### src/rtl/mult_hilo_unit.sv
// rtl/mult_hilo_unit.sv - operand/result register stage around the MULT32 combinational multiplier
module mult_hilo_unit #(
    parameter int DATA_WIDTH = 32,
    parameter int LATENCY    = 4
) (
    input  logic                  clk,
    input  logic                  rst,
    input  logic                  start,
    input  logic [DATA_WIDTH-1:0] op_a,
    input  logic [DATA_WIDTH-1:0] op_b,
    output logic [DATA_WIDTH-1:0] mcnd,
    output logic [DATA_WIDTH-1:0] mplr,
    input  logic [DATA_WIDTH-1:0] mult_hi,
    input  logic [DATA_WIDTH-1:0] mult_lo,
    input  logic                  wr_hi,
    input  logic                  wr_lo,
    input  logic [DATA_WIDTH-1:0] wr_data,
    output logic                  busy,
    output logic                  done,
    output logic [DATA_WIDTH-1:0] hi,
    output logic [DATA_WIDTH-1:0] lo
);

    localparam int CNT_W = $clog2(LATENCY + 1);

    typedef enum logic {
        ST_IDLE = 1'b0,
        ST_WAIT = 1'b1
    } state_t;

    state_t             state;
    logic [CNT_W-1:0]   cnt;

    always_ff @(posedge clk) begin
        if (rst) begin
            state <= ST_IDLE;
            cnt   <= '0;
            mcnd  <= '0;
            mplr  <= '0;
            hi    <= '0;
            lo    <= '0;
            busy  <= 1'b0;
            done  <= 1'b0;
        end else begin
            done <= 1'b0;
            case (state)
                ST_IDLE: begin
                    // Direct writes and a new multiply may share an edge; the
                    // multiply's capture later overwrites both registers.
                    if (wr_hi) hi <= wr_data;
                    if (wr_lo) lo <= wr_data;
                    if (start) begin
                        mcnd  <= op_a;
                        mplr  <= op_b;
                        cnt   <= CNT_W'(LATENCY);
                        busy  <= 1'b1;
                        state <= ST_WAIT;
                    end
                end
                ST_WAIT: begin
                    if (cnt == CNT_W'(1)) begin
                        hi    <= mult_hi;
                        lo    <= mult_lo;
                        done  <= 1'b1;
                        busy  <= 1'b0;
                        cnt   <= '0;
                        state <= ST_IDLE;
                    end else begin
                        cnt <= cnt - CNT_W'(1);
                    end
                end
                default: state <= ST_IDLE;
            endcase
        end
    end

endmodule

### config.mk
export PLATFORM = sky130hd
export DESIGN_NAME = mult_hilo_unit
export DESIGN_NICKNAME = d
export VERILOG_FILES = /design/src/rtl/mult_hilo_unit.sv
export SDC_FILE = /design/constraint.sdc
export NUM_CORES = 1
export LEC_CHECK = 0
export CORE_ASPECT_RATIO = 1.4
export CORE_MARGIN = 5
export CORE_UTILIZATION = 37
export CTS_BUF_LIST = sky130_fd_sc_hd__clkbuf_8
export DETAILED_ROUTE_END_ITERATION = 10
export PLACE_DENSITY = 0.79
export SLEW_MARGIN = 20
export SYNTH_ARGS = -nofsm -noshare
export SYNTH_HDL_FRONTEND = slang
export SYNTH_SLANG_ARGS = --single-unit
### constraint.sdc
create_clock -name clk -period 1.6 [get_ports clk]
set_input_delay 0.24 -clock clk [delete_from_list [all_inputs] [get_ports clk]]
set_output_delay 0.24 -clock clk [all_outputs]
set_load 0.03 [all_outputs]
==> flow_summary.json <==
{
  "run_status": "finished, final reports clean",
  "timing.final.hold_violations": 0,
  "chipHeight_microns": 157,
  "vias": 5405,
  "final_layout_size_suffix_gt1_share_pct": 14.1,
  "timing.rr.start": "cnt[0]$_SDFFE_PP0P_",
  "cts_tree": "yes",
  "area_overhead_of_the_layout_relative_to_synthesis_pct": 60.1,
  "multi_input_area_sq_um": 2730,
  "rows": 53,
  "post_synth_instance_area_sq_um": 5710,
  "post_cts_hold_buffer_count": 0,
  "crit_path_max_incr_delay_ns": 0.33,
  "globalRouteTotalUtil_pct": 19.1,
  "grt_setup_unrepaired": "yes",
  "pin_count": 295,
  "inserted_clock_buffers": 17,
  "skew_ns": 0.0140,
  "total_leakage_power_nw": 3.87,
  "placement.io_buffers": 294,
  "net_count_after_synthesis": 773,
  "worst-endpoint-required_ns": 1.92,
  "placed_cells": 1056,
  "regArea_sq_um": 2690,
  "design.die.area_sq_um": 18100,
  "fin_crit_sh_pct": 96.5,
  "final_common_cell": "clkdlybuf4s50_1",
  "detailed_place_hpwl_microns": 13500,
  "critPathArrivalTime_ns": 1.86,
  "cts.root.buffer_cell": "clkbuf_8",
  "cpMaxStageDelayCell": "dfxtp_1",
  "achievable-frequency_mhz": 648,
  "initial_utilization_pct": 37.8,
  "synth_compound_gate_area_share_pct": 19.7,
  "cts.clk_slew.worst_paths_ns": 0.08,
  "first_pass_drt_iterations": 4,
  "synth.ff_latch_count": 134,
  "synthMuxAreaShare_pct": 11.2,
  "gr-total-overflow": 0,
  "dpl_worst_slack_ns": -0.0409,
  "cts.path.max_buffers": 2,
  "regToRegSetupSlack_ns": 0.06,
  "cp-start-kind": "flop",
  "totalWireLength_microns": 18000,
  "final-max-slew-violation-count": 0,
  "finalSetupViolations": 0,
  "share_of_synthesized_cell_area_in_full_adder_half_adder_and_majority_cells_pct": 0.438,
  "path_class": "reg -> reg",
  "postSynthCellCount": 606,
  "r2r_end": "lo[0]$_SDFFE_PP0P_",
  "clock-sinks": 134,
  "holdCritPathClass": "in -> reg",
  "ys_seq_area_share_pct": 47.0,
  "gpl.final_weighted_congestion": 0.741,
  "coreArea_sq_um": 15100,
  "postRouteAntennaNets": 0,
  "final_cell_mix": "163 x clkdlybuf4s50_1, 133 x dfxtp_1, 131 x nand2_1",
  "via_count_of_the_first_global_routing_pass": 5322,
  "setup_tns_ns": 0,
  "largest_family_of_logic_cells_by_synthesized_area": "compound AO/OA/AOI/OAI gates",
  "vdd.ir_drop.worst_mv": 0.479,
  "layout.nets": 1050,
  "worstMarginPinSlew_ns": 0.397,
  "grt_pass1_wl_microns": 27400,
  "syn-mean-instance-area_sq_um": 9.42,
  "first_iter_violations": 272,
  "antenna_cells": 0,
  "critical_path_cell_by_cell": "ha_1, and3b_2, or2_4, buf_12, a211oi_1",
  "timing.critical_path.fanout_max": 16,
  "power.density_nw_per_um2": 940,
  "endpoint": "lo[0]$_SDFFE_PP0P_",
  "finalWorstSetupSlack_ns": 0.0559,
  "post_synth_xor_area_fraction_pct": 0,
  "initial_antenna_violation_count": 0,
  "yosys_warnings": 0,
  "grt_start_max_net_pins": 52,
  "reg2reg_depth": 5,
  "core_occupancy_in_the_finished_layout_pct": 60.5,
  "fill_cells": 1382,
  "setup.worst_path.start": "cnt[0]$_SDFFE_PP0P_",
  "die_w_microns": 115,
  "h_tree_depth_reported_by_cts": 4,
  "worst_hold_slack_across_all_endpoints_ns": 0.262,
  "instances_no_fill": 1088,
  "worstSetupEndpointType": "flop",
  "synth_simple_gate_area_share_pct": 15.9,
  "max_cap_violations": 0,
  "clock_insertion_delay_worst_skew_ns": 0.42,
  "post_drt_via_cell_ratio": 4.97,
  "slew-limit-headroom_pct": 73.7,
  "routed_wire_length_per_instance_microns": 16.6,
  "yosysUniqueCellTypes": 24,
  "finalWorstPathRequiredPeriod_ns": 1.54,
  "drc": 0
}
[worst min path at each step]
| stage | end | cells after the start | start | slack [ns] |
|---|---|---|---|---|
| 2_1_floorplan | mcnd[0]$_SDFFE_PP0P_ | 2 | op_a[0] | 0.38 |
| 3_3_place_gp | mcnd[21]$_SDFFE_PP0P_ | 2 | mcnd[21]$_SDFFE_PP0P_ | 0.44 |
| 3_5_place_dp | mplr[31]$_SDFFE_PP0P_ | 2 | mplr[31]$_SDFFE_PP0P_ | 0.45 |
| 4_1_cts | lo[9]$_SDFFE_PP0P_ | 3 | rst | 0.23 |
| 5_1_grt | hi[0]$_SDFFE_PP0P_ | 3 | rst | 0.23 |
| 6_report | lo[9]$_SDFFE_PP0P_ | 3 | rst | 0.26 |
[critical path: cells and delay by family, from the launching register on]
kind,cells,cell delay (ns)
DFF,1,0.33
adders and majority gates,1,0.21
AOI/OAI and AO/OA,1,0.20
buffers and inverters,1,0.16
and+or+nand+nor,2,0.54
[cells in the mapped netlist]
cell type,instances,area (sq um)
dfxtp_1,134,2680
o31a_1,1,8.76
or2_1,2,12.5
a31oi_1,1,6.26
and3b_1,1,8.76
nor2_1,4,15.0
nand3b_1,1,7.51
a21oi_1,66,330
mux2i_1,64,641
nor3_1,65,325
or3_1,1,6.26
inv_1,2,7.51
buf_2,24,120
buf_4,3,22.5
buf_6,7,78.8
clkbuf_1,24,90.1
a211oi_1,4,30.0
nand2_1,131,492
nor2b_1,3,18.8
buf_1,2,7.51
ha_1,2,25.0
nand2b_1,3,18.8
a211oi_2,60,751
nand3_1,1,5.00
[final cells by class]
class | count | area share (%)
well taps | 192 | 2.63
clock inverters | 14 | 1.12
multi-input cells | 410 | 29.9
clock buffers | 18 | 2.71
flip-flops and latches | 134 | 29.4
repair buffers | 318 | 34.2
inverters | 2 | 0.0821
[timing repair]
action / in CTS / in global routing
gates resized for setup: 132 / 4
setup endpoints to repair: 132 / 53
setup buffers: 0 / 0
[per-layer routing]
layer	routed length, microns	global-route usage [%]	vias to the layer above
met5	0	0	-
met4	554	7.49	0
met3	1480	6.42	35
met2	9180	33.2	215
met1	6800	21.4	2482
li1	-	-	2673
[power breakdown]
group	leakage [nW]	internal, mW	switching (mW)
clock	0.166	1.12	1.37
combinational	2.59	1.05	1.33
sequential	1.11	3.60	0.126
total	3.87	5.77	2.83
[state kept, by name (all words and copies together) (netlist names)]
| name | count |
|---|---|
| cnt | 3 |
| done | 1 |
| lo | 32 |
| busy | 1 |
| mcnd | 32 |
| hi | 32 |
| state | 1 |
| mplr | 32 |
[cell families (layout without fill, tap and decap cells)]
family	Yosys count	in the layout
flip-flops	134	134
AND/OR/NAND/NOR	212	212
buffers and inverters	62	352
AO/OA/AOI/OAI	132	132
multiplexers	64	64
adder cells (fa/ha/maj)	2	2
[per-stage QoR]
step | power (mW) | instance area [sq um]
2_1_floorplan | 5.18 | 5710
3_3_place_gp | 6.34 | 8930
3_5_place_dp | 6.37 | 8930
4_1_cts | 8.72 | 9130
5_1_grt | 9.06 | 9150
6_report | 8.60 | 9150
Note: power is estimated with default switching activity, not from simulation.
==> RTL edit, RTL diff (config.mk and constraints unchanged) <==
Change the parameter `DATA_WIDTH` from 32 to 40.
--- a/src/rtl/mult_hilo_unit.sv
+++ b/src/rtl/mult_hilo_unit.sv
@@ -1,5 +1,5 @@
 // rtl/mult_hilo_unit.sv - operand/result register stage around the MULT32 combinational multiplier
 module mult_hilo_unit #(
-    parameter int DATA_WIDTH = 32,
+    parameter int DATA_WIDTH = 40,
     parameter int LATENCY    = 4
 ) (
Interface: changed (9 resized); port bits go from 295 to 367. No check against the original RTL was run, so the function may have changed too.
==> RTL edit against the unedited design <==
  * Power grew 24%
  * Synthesized area rose by 20%
  * Cell area is 23% higher
  * Via count grew 24%
  * Worst setup slack better by 0.93 ps
  * Wire length is 33% higher
  * Die area is 18% higher
  * Sequential cell count up 32
  * Final cell count up 24%
  * Sequential power grew 24%
  * Critical path type unchanged
==> RTL edit: results (changes against the unedited design) <==
seq_share_pct: 29.65  # was 29.37%
syn_nets: 956  # was 773
multi_input_area_um2: 3291  # was 2733 um^2
clkSinkCount: 166  # was 134
min_delay_worst_endpoint: "mplr[26]"  # was lo[9]
synthAdderAreaFrac_pct: 0.3664  # was 0.4382%
timing.hold.ws_ps: 218.3  # was 262.1 ps
synthTopCellsByArea: "dfxtp_1 (49%), mux2i_1 (12%), nand2_1 (9.0%)"  # was dfxtp_1 (47%), a211oi_2 (13%), mux2i_1 (11%)
multi_input_gates: 506  # was 410
vias_per_cell: 4.999  # was 4.968
placed_area_um2: 10890  # was 8935 um^2
drive_gt1_share_pct: 12.03  # was 14.06%
synthCells: 749  # was 606
port_buffers: 366  # was 294
clock_buffers: 19  # was 18
cp_max_fo: 32  # was 16
leakage_nw: 4.794  # was 3.865 nW
dp_slack_ps: -17.85  # was -40.89 ps
grt_pass1_vias: 6613  # was 5322
power_density_nw_per_um2: 948.1  # was 939.9 nW/um^2
synth_compound_area_share_pct: 17.95  # was 19.72%
status: "completed"  # unchanged
timing.rr.start: "cnt[1]"  # was cnt[0]
num-fill-cells: 1598  # was 1382
placed_cells: 1314  # was 1056
-- RTL edit: worst max path at each step --
| stage | cells after the start | start | endpoint |
|---|---|---|---|
| 6_report | 7 | cnt[1] | hi[8] |
| 5_1_grt | 7 | cnt[1] | hi[14] |
| 4_1_cts | 6 | cnt[1] | hi[2] |
| 3_5_place_dp | 5 | wr_lo | lo[18] |
| 3_3_place_gp | 5 | wr_lo | lo[10] |
| 2_1_floorplan | 8 | cnt[1] | hi[10] |
-- RTL edit: report_power, final --
part / internal [mW] / switching [mW] / leakage [nW]
clock: 1.49 / 1.62 / 0.204
sequential: 4.45 / 0.162 / 1.37
combinational: 1.28 / 1.63 / 3.22
-- RTL edit: what timing repair did --
action / CTS / global route
resized for setup: 163 / 25
setup buffers: 0 / 0
setup endpoints to repair: 165 / 106
-- RTL edit: routing by layer --
layer  part of all wire [%]  track usage, %
met1                     39           23.85
met4                    2.9           7.830
met3                    6.7           6.059
met2                     52           38.39
met5                      0               0
